===== config.mk =====
export PLATFORM = sky130hd
export DESIGN_NAME = alu_sequencer
export DESIGN_NICKNAME = d
export VERILOG_FILES = /design/src/rtl/alu_sequencer.sv
export SDC_FILE = /design/constraint.sdc
export NUM_CORES = 1
export LEC_CHECK = 0
export CORE_UTILIZATION = 43
export DETAILED_ROUTE_END_ITERATION = 8
export PLACE_DENSITY = 0.92
export REMOVE_ABC_BUFFERS = 1
export SETUP_SLACK_MARGIN = 0.15
export SLEW_MARGIN = 20
export SYNTH_ARGS = -nofsm -noshare
export SYNTH_HDL_FRONTEND = slang
export SYNTH_SLANG_ARGS = --single-unit

===== constraint.sdc =====
create_clock -name clock -period 2.85 [get_ports clock]
set_clock_uncertainty 0.2 [all_clocks]
set_input_delay 0.57 -clock clock [delete_from_list [all_inputs] [get_ports clock]]
set_output_delay 0.57 -clock clock [all_outputs]
set_load 0.01 [all_outputs]

===== src/rtl/alu_sequencer.sv =====
// alu_sequencer: multi-cycle controller in front of the shared ALU.
// Accepts one operation over a valid/ready request port and holds the ALU
// control and operands in registers for an op-dependent number of cycles.
// It then captures the 64-bit result into HI/LO and offers it on a
// valid/ready response port. Divide-by-zero and illegal opcodes are
// answered with an error response and never run the ALU.
module alu_sequencer #(
    parameter int REG_SIZE   = 32,
    parameter int MUL_CYCLES = 4,
    parameter int DIV_CYCLES = 8
) (
    input  logic                  clock,
    input  logic                  clear_n,
    input  logic                  req_valid,
    output logic                  req_ready,
    input  logic [3:0]            req_op,
    input  logic [REG_SIZE-1:0]   req_a,
    input  logic [REG_SIZE-1:0]   req_b,
    output logic [3:0]            alu_ctrl,
    output logic [REG_SIZE-1:0]   alu_a,
    output logic [REG_SIZE-1:0]   alu_b,
    input  logic [2*REG_SIZE-1:0] alu_c,
    output logic                  rsp_valid,
    input  logic                  rsp_ready,
    output logic [REG_SIZE-1:0]   rsp_hi,
    output logic [REG_SIZE-1:0]   rsp_lo,
    output logic                  rsp_err,
    output logic                  busy
);

    // Counter only ever needs to hold max(MUL_CYCLES, DIV_CYCLES)-1.
    localparam int MAX_CYC = (MUL_CYCLES > DIV_CYCLES) ? MUL_CYCLES : DIV_CYCLES;
    localparam int CNT_W   = (MAX_CYC > 1) ? $clog2(MAX_CYC) : 1;

    localparam logic [3:0]       OP_MUL   = 4'b1000;
    localparam logic [3:0]       OP_DIV   = 4'b1001;
    localparam logic [CNT_W-1:0] MUL_LOAD = CNT_W'(MUL_CYCLES - 1);
    localparam logic [CNT_W-1:0] DIV_LOAD = CNT_W'(DIV_CYCLES - 1);

    typedef enum logic [1:0] {
        S_IDLE = 2'd0,
        S_EXEC = 2'd1,
        S_DONE = 2'd2
    } state_t;

    state_t                r_state;
    state_t                w_next_state;
    logic                  r_busy;
    logic [CNT_W-1:0]      r_cnt;
    logic [3:0]            r_alu_ctrl;
    logic [REG_SIZE-1:0]   r_alu_a;
    logic [REG_SIZE-1:0]   r_alu_b;
    logic [REG_SIZE-1:0]   r_rsp_hi;
    logic [REG_SIZE-1:0]   r_rsp_lo;
    logic                  r_rsp_err;

    logic                  w_req_ready;
    logic                  w_rsp_valid;
    logic                  w_req_fire;
    logic                  w_op_illegal;
    logic                  w_div_zero;
    logic                  w_reject;
    logic                  w_cnt_zero;
    logic                  w_wide_op;
    logic [CNT_W-1:0]      w_cnt_load;

    // Request decode: handshake, error detection and EXEC counter preload.
    always_comb begin
        w_req_fire   = req_valid && w_req_ready;
        w_op_illegal = (req_op[3:2] == 2'b11);
        w_div_zero   = (req_op == OP_DIV) && (req_b == '0);
        w_reject     = w_op_illegal || w_div_zero;
        w_cnt_zero   = (r_cnt == '0);
        // Only mul/div drive a meaningful upper result half.
        w_wide_op    = (r_alu_ctrl == OP_MUL) || (r_alu_ctrl == OP_DIV);
        case (req_op)
            OP_MUL:  w_cnt_load = MUL_LOAD;
            OP_DIV:  w_cnt_load = DIV_LOAD;
            default: w_cnt_load = '0;
        endcase
    end

    // State register; busy is registered alongside it from the next state.
    always_ff @(posedge clock) begin
        if (!clear_n) begin
            r_state <= S_IDLE;
            r_busy  <= 1'b0;
        end else begin
            r_state <= w_next_state;
            r_busy  <= (w_next_state != S_IDLE);
        end
    end

    // Next-state logic.
    always_comb begin
        w_next_state = r_state;
        case (r_state)
            S_IDLE: begin
                if (w_req_fire) begin
                    w_next_state = w_reject ? S_DONE : S_EXEC;
                end
            end
            S_EXEC: begin
                if (w_cnt_zero) begin
                    w_next_state = S_DONE;
                end
            end
            S_DONE: begin
                if (rsp_ready) begin
                    w_next_state = S_IDLE;
                end
            end
            default: w_next_state = S_IDLE;
        endcase
    end

    // FSM outputs: request ready only in IDLE out of reset, response valid in DONE.
    always_comb begin
        w_req_ready = (r_state == S_IDLE) && clear_n;
        w_rsp_valid = (r_state == S_DONE);
    end

    // Operand latch, cycle counter and result capture.
    always_ff @(posedge clock) begin
        if (!clear_n) begin
            r_alu_ctrl <= 4'b0000;
            r_alu_a    <= '0;
            r_alu_b    <= '0;
            r_cnt      <= '0;
            r_rsp_hi   <= '0;
            r_rsp_lo   <= '0;
            r_rsp_err  <= 1'b0;
        end else begin
            case (r_state)
                S_IDLE: begin
                    if (w_req_fire) begin
                        r_alu_ctrl <= req_op;
                        r_alu_a    <= req_a;
                        r_alu_b    <= req_b;
                        if (w_reject) begin
                            // Error response: the ALU result is never looked at.
                            r_rsp_hi  <= '0;
                            r_rsp_lo  <= '0;
                            r_rsp_err <= 1'b1;
                        end else begin
                            r_cnt <= w_cnt_load;
                        end
                    end
                end
                S_EXEC: begin
                    if (w_cnt_zero) begin
                        r_rsp_lo  <= alu_c[REG_SIZE-1:0];
                        r_rsp_hi  <= w_wide_op ? alu_c[2*REG_SIZE-1:REG_SIZE] : '0;
                        r_rsp_err <= 1'b0;
                    end else begin
                        r_cnt <= r_cnt - 1'b1;
                    end
                end
                default: ;
            endcase
        end
    end

    assign req_ready = w_req_ready;
    assign rsp_valid = w_rsp_valid;
    assign alu_ctrl  = r_alu_ctrl;
    assign alu_a     = r_alu_a;
    assign alu_b     = r_alu_b;
    assign rsp_hi    = r_rsp_hi;
    assign rsp_lo    = r_rsp_lo;
    assign rsp_err   = r_rsp_err;
    assign busy      = r_busy;

endmodule

-- Word level (Yosys, flattened, before mapping)
Cells that the tools add are included.
Widths: inputs -> output; s select.
- register bits after elaboration: 139
- input port bits: 136
- output and inout bits: 136
- add/sub/neg operators: 1
- equal/unequal tests: 12
- multiplexer cells: 21
- reductions and logical operators: 13
- operators with widths (cell ; count):
    $mux 32 ; 5
    $pmux 32 s2 ; 2
    $logic_not 32->1 ; 1
    $eq 4x4->1 const B ; 4
    $pmux 3 s2 ; 2
    $ne 2x2->1 const B ; 5
    $mux 3 ; 3
    $mux 2 ; 4
    $reduce_and 4->1 ; 2
    $pmux 2 s3 ; 1
    $eq 2x2->1 const B ; 2
    $reduce_bool 2->1 ; 2
    $logic_and 1x1->1 ; 3
    $logic_not 3->1 ; 1
    $mux 1 ; 3
    $sub 3x1->3 const B ; 1
    $eq 2x1->1 const B ; 1
    $logic_not 2->1 ; 1
    $logic_or 1x1->1 ; 2
    $pmux 1 s2 ; 1
    $reduce_and 2->1 ; 1

-- Logic depth before layout (Yosys ltp)
Gate-level depths: netlist (run 1).
- word-level depth: 7
- mapped depth: 8
- gate-level depth less buffers: 7

-- Least setup slack after synthesis (run 1)
Ideal clock, no wire load.
- path kind: input to register
- start point: input port clear_n
- end point: register r_rsp_hi[0] (netlist: rsp_hi[0])
- setup time: 72 ps
- arrival: 1840 ps
- data required time: 2578 ps
- path slack: 739 ps
- stages: 8
- cells stage by stage: buf_2 and4bb_1 buf_6 and4_4 nor3_2 buf_6 buf_12 mux2i_1
- word-level cells in the longest chain between the ends: 4
- RTL lines (item ; RTL line ; RTL):
    start, declared ; 13 ; input logic clear_n,
    $logic_and 1x1->1 ; 119 ; w_req_ready = (r_state == S_IDLE) && clear_n;
    $logic_and 1x1->1 ; 69 ; w_req_fire = req_valid && w_req_ready;
    $ne 2x2->1 (no line) ; -- ;
    $reduce_and 4->1 (no line) ; -- ;
    end signal, assigned ; 153 ; r_rsp_hi <= w_wide_op ? alu_c[2*REG_SIZE-1:REG_SIZE] : '0;
    end, declared ; 53 ; logic [REG_SIZE-1:0] r_rsp_hi;
Several ways; a longest one is shown, not always the timed one.
A chain may end at the register's enable or synchronous reset.

-- Worst setup path after layout (run 1)
- start point: input port req_b[5]
- end point: register r_rsp_lo[4] (netlist: rsp_lo[4])
- word-level cells in the longest chain between the ends: 5
- RTL lines (item ; RTL line ; RTL):
    start, declared ; 18 ; input logic [REG_SIZE-1:0] req_b,
    $logic_not 32->1 ; 71 ; w_div_zero = (req_op == OP_DIV) && (req_b == '0);
    $logic_and 1x1->1 ; 71 ;
    $logic_or 1x1->1 ; 72 ; w_reject = w_op_illegal || w_div_zero;
    $ne 2x2->1 (no line) ; -- ;
    $reduce_and 4->1 (no line) ; -- ;
    end signal, assigned ; 152 ; r_rsp_lo <= alu_c[REG_SIZE-1:0];
    end, declared ; 54 ; logic [REG_SIZE-1:0] r_rsp_lo;
Every way passes these cells.

==> summary.md, run 1 <==
| Metric | Value |
|---|---|
| Status | `completed` |
| Fmax | `390.5 MHz` |
| Total power | `5.056 mW` |
| Slew at the pin closest to its max-slew limit | `0.7343 ns` |
| Final period utilization | `89.86%` |
| Routed wire length | `approximately 17,000 um` |
| DR WL met2 | `8423 um` |
| Setup crit end kind | `register` |
| Io pins | `272` |
| Clock tree buffer depth | `2` |
| CP arrival | `2.69 ns` |
| Register bit total from synthesis | `139` |
| Top FF cell, synth | `dfxtp_1` |
| Crit path kind | `input pin to register` |
| # diodes | `0` |
| Hold/Removal Path Class | `register to register` |
| TritonCTS clock tree | `built` |
| Worst-Skew Late Latency | `0.42 ns` |
| Final net count | `1,045` |
| Top post-synthesis cells by area | `dfxtp_1 (51%), nand2_1 (17%), mux2i_1 (12%)` |
| Hold Startpoint | `r_cnt[0]` |
| Mapped cell area | `0.005479 mm2` |
| Cts-stage hold buffer count | `0` |
| DIE HEIGHT | `approximately 110 um` |
| Layout cells sized above 1 | `6.311%` |
| Worst r2r path cells | `5` |
| Sequential share of the synthesized area | `50.79%` |
| Resized Gates After CTS | `0` |
| Top-area cell type share of the netlist area | `50.79%` |
| Initial Util | `44.87%` |
| Most instantiated cells after synthesis | `nand2_1 (241), dfxtp_1 (139), a21oi_1 (72), mux2i_1 (65), nand3_1 (35)` |
| M1 wire length | `6320 um` |
| Worst hold endpoint | `r_cnt[0]` |
| Slew Limit Fails | `0` |
| Clock transition at path regs | `0.06 ns` |
| CP Data Required Time | `2.98 ns` |
| CTS buffer count | `17` |
| Core area | `0.01221 mm2` |
| Congestion Overflow GR | `0` |
| Mean Syn Cell Area | `8.481 um2` |
| Number of global-route vias before repair | `5,426` |
| PD cells | `566.3 mW/mm2` |
| Final hold vios | `0` |
| RSZ-0062 raised after global routing | `no` |
| Worst reg-to-reg setup slack | `0.62 ns` |
| Mapped Cells | `646` |
| Met3 WL post-DR | `1788 um` |
| VDD IR-drop max | `414.3 uV` |
| Initial antenna violation count | `0` |
| Fin util | `roughly 73%` |
| Post-CTS setup buffers | `0` |
| Worst r2r dst | `rsp_lo[4]` |
| Max Used Layer | `met4` |
| Layout area overhead | `62.94%` |
| FP Rows | `40` |
| WL/cell | `15.57 um` |
| Final ANT Viol Nets | `0` |
| Post-synth EDFFs | `0` |
| Die area | `0.01320 mm2` |
| 1st-iter DRT viols | `323` |
| Yosys warning count | `0` |
| DRC errors left | `0` |
| Die Span X | `114.9 um` |
| GPL Wtd Cong | `0.7591` |
| Post-DP HPWL | `12,170 um` |
| H-tree levels | `4` |
| Min cycle time layout | `~2.6 ns` |
| Leakage power | `3.497 nW` |
| Hold Path Depth | `1` |
| Max-cap violations | `0` |
| Global Route Usage Sum | `25.71%` |
| Fillers | `903` |
| Distinct cell type count after synthesis | `33` |
| FF-to-FF Start | `r_state[1]` |
| Port bufs | `271` |
| Worst Path Max Fanout | `11` |
| Via count | `5,472` |
| Leading cell type by number of instances after synthesis | `nand2_1` |
| CTS Sinks | `139` |
| First-pass GRT wire length | `between 20,000 and 30,000 um` |
| Pin count of the biggest net entering global routing | `80` |
| Final setup viols | `0` |
| Worst setup SP type | `input pin` |
| Yosys top cell by area | `dfxtp_1` |
| Worst rel slew slack | `51.05%` |
| Clk root buf | `clkbuf_16` |
| Ys async rst share | `0%` |
| Drt first pass iters | `5` |
| Vias per inst | `around 5.0` |
[worst max path at each step]
stage | start | to | slack, ns
after floorplan | clear_n | rsp_hi[0] | -3.40
after global routing | req_b[5] | rsp_lo[4] | 0.20
after detailed placement | req_b[5] | rsp_lo[30] | -0.14
after global placement | req_b[5] | rsp_lo[5] | -0.07
final | req_b[5] | rsp_lo[4] | 0.29
after CTS | req_b[5] | rsp_lo[4] | 0.27
[sequential cells by signal (all words and copies together) (netlist names)]
signal    cells
r_cnt         3
rsp_hi       32
alu_b        32
alu_a        32
r_state       2
busy          1
alu_ctrl      4
rsp_err       1
rsp_lo       32
[cell usage in the layout, fill, tap and decap left out, drive strengths merged]
cell and n:
inv 6, o211ai 1, clkinvlp 2, a21o 1
and4bb 1, dfxtp 139, o22ai 1, mux2i 65
nand2b 2, nor4 9, nor3 2, clkbuf 20
buf 20, clkdlybuf4s50 270, o31ai 1, nor4bb 1
nand3 35, nor2b 3, clkinv 4, and4 3
bufinv 5, or4 1, ha 2, nor3b 2
nand2 241, nor2 5, o21ai 4, a31oi 1
a21oi 72
[critical path: stages]
cell and delay (ns):
clkdlybuf4s50_1 0.43, nor4_1 0.48, buf_4 0.20, and4_1 0.21, and4_4 0.26, nor3_4 0.09
buf_4 0.26, mux2i_1 0.20
[through the flow]
step / hold WS (ns) / setup TNS [ns] / worst slack, ns / instances / cell area (um2)
4_1_cts: 0.2476 / 0 / 0.2672 / 1087 / 8927
6_report: 0.2480 / 0 / 0.2889 / 1087 / 8927
2_1_floorplan: 0.2193 / -217.67 / -3.401 / 598 / 5182
3_3_place_gp: 0.2327 / -4.190 / -0.07485 / 1056 / 8278
5_1_grt: 0.2587 / 0 / 0.2019 / 1087 / 8927
3_5_place_dp: 0.2376 / -6.296 / -0.1426 / 1056 / 8278
[cells by family after synthesis]
kind of cell / count (synthesis) / share of synthesized area [%]
multiplexers: 65 / 11.87
AO/OA/AOI/OAI: 81 / 7.582
AND/OR/NAND/NOR: 305 / 23.48
flip-flops: 139 / 50.79
buffers and inverters: 54 / 5.823
adder cells (fa/ha/maj): 2 / 0.4567
[cell type report]
class | instances | area [um2] | area share, %
Inverter | 6 | 22.52 | 0.2523
Sequential cell | 139 | 2783 | 31.17
Timing Repair Buffer | 290 | 2865 | 32.10
Tap cell | 168 | 210.2 | 2.355
Clock buffer | 20 | 456.7 | 5.116
Clock inverter | 11 | 192.7 | 2.158
Multi-Input combinational cell | 453 | 2397 | 26.85
[report_power, final]
group,switching [mW],leakage [nW],internal [mW]
clock network,0.824,0.312,1.59
registers,0.0319,1.13,2.00
logic,0.263,2.06,0.343
[per-layer routing]
metal | global-route usage (%) | vias up
met3 | 11.33 | 32
met5 | 0 | -
met4 | 10.13 | 0
li1 | - | 2659
met1 | 26.48 | 2531
met2 | 45.74 | 250
No activity file was read; power rests on OpenSTA's default activity.
==> run 2, diff against run 1 <==
--- a/config.mk
+++ b/config.mk
@@ -5,6 +5,7 @@
 export SDC_FILE = /design/constraint.sdc
 export NUM_CORES = 1
 export LEC_CHECK = 0
+export CAP_MARGIN = 20
 export CORE_UTILIZATION = 43
 export DETAILED_ROUTE_END_ITERATION = 8
 export PLACE_DENSITY = 0.92
==> constraint.sdc (replaced) <==
create_clock -name clock -period 3.2 [get_ports clock]
set_clock_uncertainty 0.2 [all_clocks]
set_input_delay 0.64 -clock clock [delete_from_list [all_inputs] [get_ports clock]]
set_output_delay 0.64 -clock clock [all_outputs]
set_load 0.01 [all_outputs]
==> run 2 against run 1 <==
Die area stayed put; critical path depth is 1 lower; flip-flop and latch count stayed put; worst setup slack worse by 0.0053 ns; sequential share of layout area is 0.18 points higher; power is 13% lower; largest power group unchanged.
==> summary.md, run 2 (synthesis gave the netlist of run 1 again) <==
| Metric | Value |
|---|---|
| Core area | `0.01221 mm2 (unchanged)` |
| Hold slack final | `0.2487 ns (was 0.2480 ns)` |
| Most common cell after layout, fill and taps aside | `clkdlybuf4s50_1 (unchanged)` |
| Status | `completed (unchanged)` |
| H-tree levels | `4 (unchanged)` |
| Number of global-route vias before repair | `5,186 (was 5,426)` |
| FP Rows | `40 (unchanged)` |
| Post-DP HPWL | `11,800 um (was 12,170 um)` |
| CP arrival | `3.05 ns (was 2.69 ns)` |
| PnR worst setup slack | `0.2836 ns (was 0.2889 ns)` |
| VDD IR-drop max | `358.2 uV (was 414.3 uV)` |
| Commonest cells after routing, fill and taps aside | `clkdlybuf4s50_1 (270), nand2_1 (240), dfxtp_1 (139) (unchanged)` |
| Io pins | `272 (unchanged)` |
| Slew Limit Fails | `0 (unchanged)` |
| CTS Sinks | `139 (unchanged)` |
| Total power | `4.412 mW (was 5.056 mW)` |
| TritonCTS clock tree | `built (unchanged)` |
| Cells after DPL | `1,049 (was 1,056)` |
| Post-CTS setup buffers | `0 (unchanged)` |
| Worst r2r path cells | `5 (unchanged)` |
| GPL Wtd Cong | `0.7720 (was 0.7591)` |
| Initial Util | `44.87% (unchanged)` |
| Initial antenna violation count | `0 (unchanged)` |
| Slew at the pin closest to its max-slew limit | `1.063 ns (was 0.7343 ns)` |
| Port bufs | `271 (unchanged)` |
| Global Route Usage Sum | `25.19% (was 25.71%)` |
| Routed wire length | `16,520 um (was 16,930 um)` |
| Congestion Overflow GR | `0 (unchanged)` |
| Worst rel slew slack | `28.89% (was 51.05%)` |
| CTS buffer count | `17 (unchanged)` |
| Fin util | `72.69% (was 73.10%)` |
| Worst setup SP type | `input pin (unchanged)` |
| Layout area overhead | `62.02% (was 62.94%)` |
| Vias per inst | `5.013 (was 5.034)` |
| Final period utilization | `91.14%` |
| # diodes | `0 (unchanged)` |
| Die Span X | `114.9 um (unchanged)` |
| Crit path kind | `input pin to register (unchanged)` |
| Clock tree buffer depth | `2 (unchanged)` |
| Worst Path Max Fanout | `22 (was 11)` |
| DIE HEIGHT | `114.9 um (unchanged)` |
| Layout cells sized above 1 | `5.696% (was 6.311%)` |
| Max-cap violations | `0 (unchanged)` |
| PD cells | `497.0 mW/mm2 (was 566.3 mW/mm2)` |
| Cell Count, Final, Fillers Out | `1,081 (was 1,087)` |
| First-pass GRT wire length | `25,540 um (was 26,080 um)` |
| DRC errors left | `0 (unchanged)` |
| Die area | `0.01320 mm2 (unchanged)` |
| Final hold vios | `0 (unchanged)` |
| Hold/Removal Path Class | `register to register (unchanged)` |
| Via count | `5,419 (was 5,472)` |
| Hold Path Depth | `1 (unchanged)` |
| Drt first pass iters | `4 (was 5)` |
| Min cycle time layout | `2.916 ns` |
| RSZ-0062 raised after global routing | `no (unchanged)` |
| Final setup viols | `0 (unchanged)` |
| Setup crit end kind | `register (unchanged)` |
| Cts-stage hold buffer count | `0 (unchanged)` |
| Pre-CTS WS | `-0.1354 ns (was -0.1426 ns)` |
| Resized Gates After CTS | `0 (unchanged)` |
| Clk root buf | `clkbuf_16 (unchanged)` |
| Final net count | `1,038 (was 1,045)` |
| Pin count of the biggest net entering global routing | `91 (was 80)` |
| Clock transition at path regs | `0.06 ns (about the same)` |
| Leakage power | `3.475 nW (was 3.497 nW)` |
| Final ANT Viol Nets | `0 (unchanged)` |
| Worst-Skew Late Latency | `0.41 ns (was 0.42 ns)` |
| WL/cell | `15.28 um (was 15.57 um)` |
| 1st-iter DRT viols | `443 (was 323)` |
| CP Data Required Time | `3.33 ns (was 2.98 ns)` |
| Fmax | `342.9 MHz` |
[run 2: changes by cell type in the layout (fill, tap and decap cells not counted)]
cell,change
buf_4,-9
clkinvlp_4,-1
clkinv_2,+3
bufinv_16,-1
buf_12,+2
[run 2: worst max-delay path, cell delays in order]
cell and delay [ns]:
clkdlybuf4s50_1 0.51, nor4_1 0.09, and4_1 0.22, and4_4 0.21
nor3_4 0.85, buf_12 0.29, mux2i_1 0.22
[run 2: worst paths after layout]
kind	from	slack, ns	to
hold reg to reg	r_cnt[0]	0.25	r_cnt[0]
setup / recovery	req_b[19]	0.28	rsp_lo[29]
setup reg to reg	r_state[1]	0.63	rsp_lo[29]
hold / removal	r_cnt[0]	0.25	r_cnt[0]
[run 2: per-layer routing]
| metal | up-vias | GRT usage [%] | routed length (um) |
|---|---|---|---|
| li1 | 2645 | - | - |
| met1 | 2479 | 26.02 | 6113 |
| met2 | 258 | 43.78 | 8027 |
| met3 | 37 | 11.28 | 1852 |
| met4 | 0 | 11.69 | 530 |
| met5 | - | 0 | 0 |
[run 2: report_power, final]
part / internal, mW / switching, mW / total (mW)
clock: 1.34 / 0.722 / 2.06
combinational: 0.304 / 0.235 / 0.539
sequential: 1.78 / 0.0276 / 1.81
total: 3.43 / 0.985 / 4.41
[run 2: layout make-up]
class                      instances  area [um2]
fill                             896        3334
timing repair buffer             283        2838
sequential                       139        2783
multi-input combinational        453        2397
clock buffer                      20       456.7
tap                              168       210.2
clock inverter                    12       170.2
inverter                           6       22.52
[run 2: stage by stage]
step / setup TNS, ns / area, um2
after global placement: -1.964 / 8250
after CTS: 0 / 8877
after global routing: 0 / 8877
after detailed placement: -3.813 / 8250
after floorplan: -199.75 / 5182
final: 0 / 8877
==> run 3, diff against run 2 <==
--- a/config.mk
+++ b/config.mk
@@ -10,7 +10,6 @@
 export DETAILED_ROUTE_END_ITERATION = 8
 export PLACE_DENSITY = 0.92
 export REMOVE_ABC_BUFFERS = 1
-export SETUP_SLACK_MARGIN = 0.15
 export SLEW_MARGIN = 20
 export SYNTH_ARGS = -nofsm -noshare
 export SYNTH_HDL_FRONTEND = slang
==> results of run 3 <==
Final layout, timing and power as in run 2 (identical DEF).
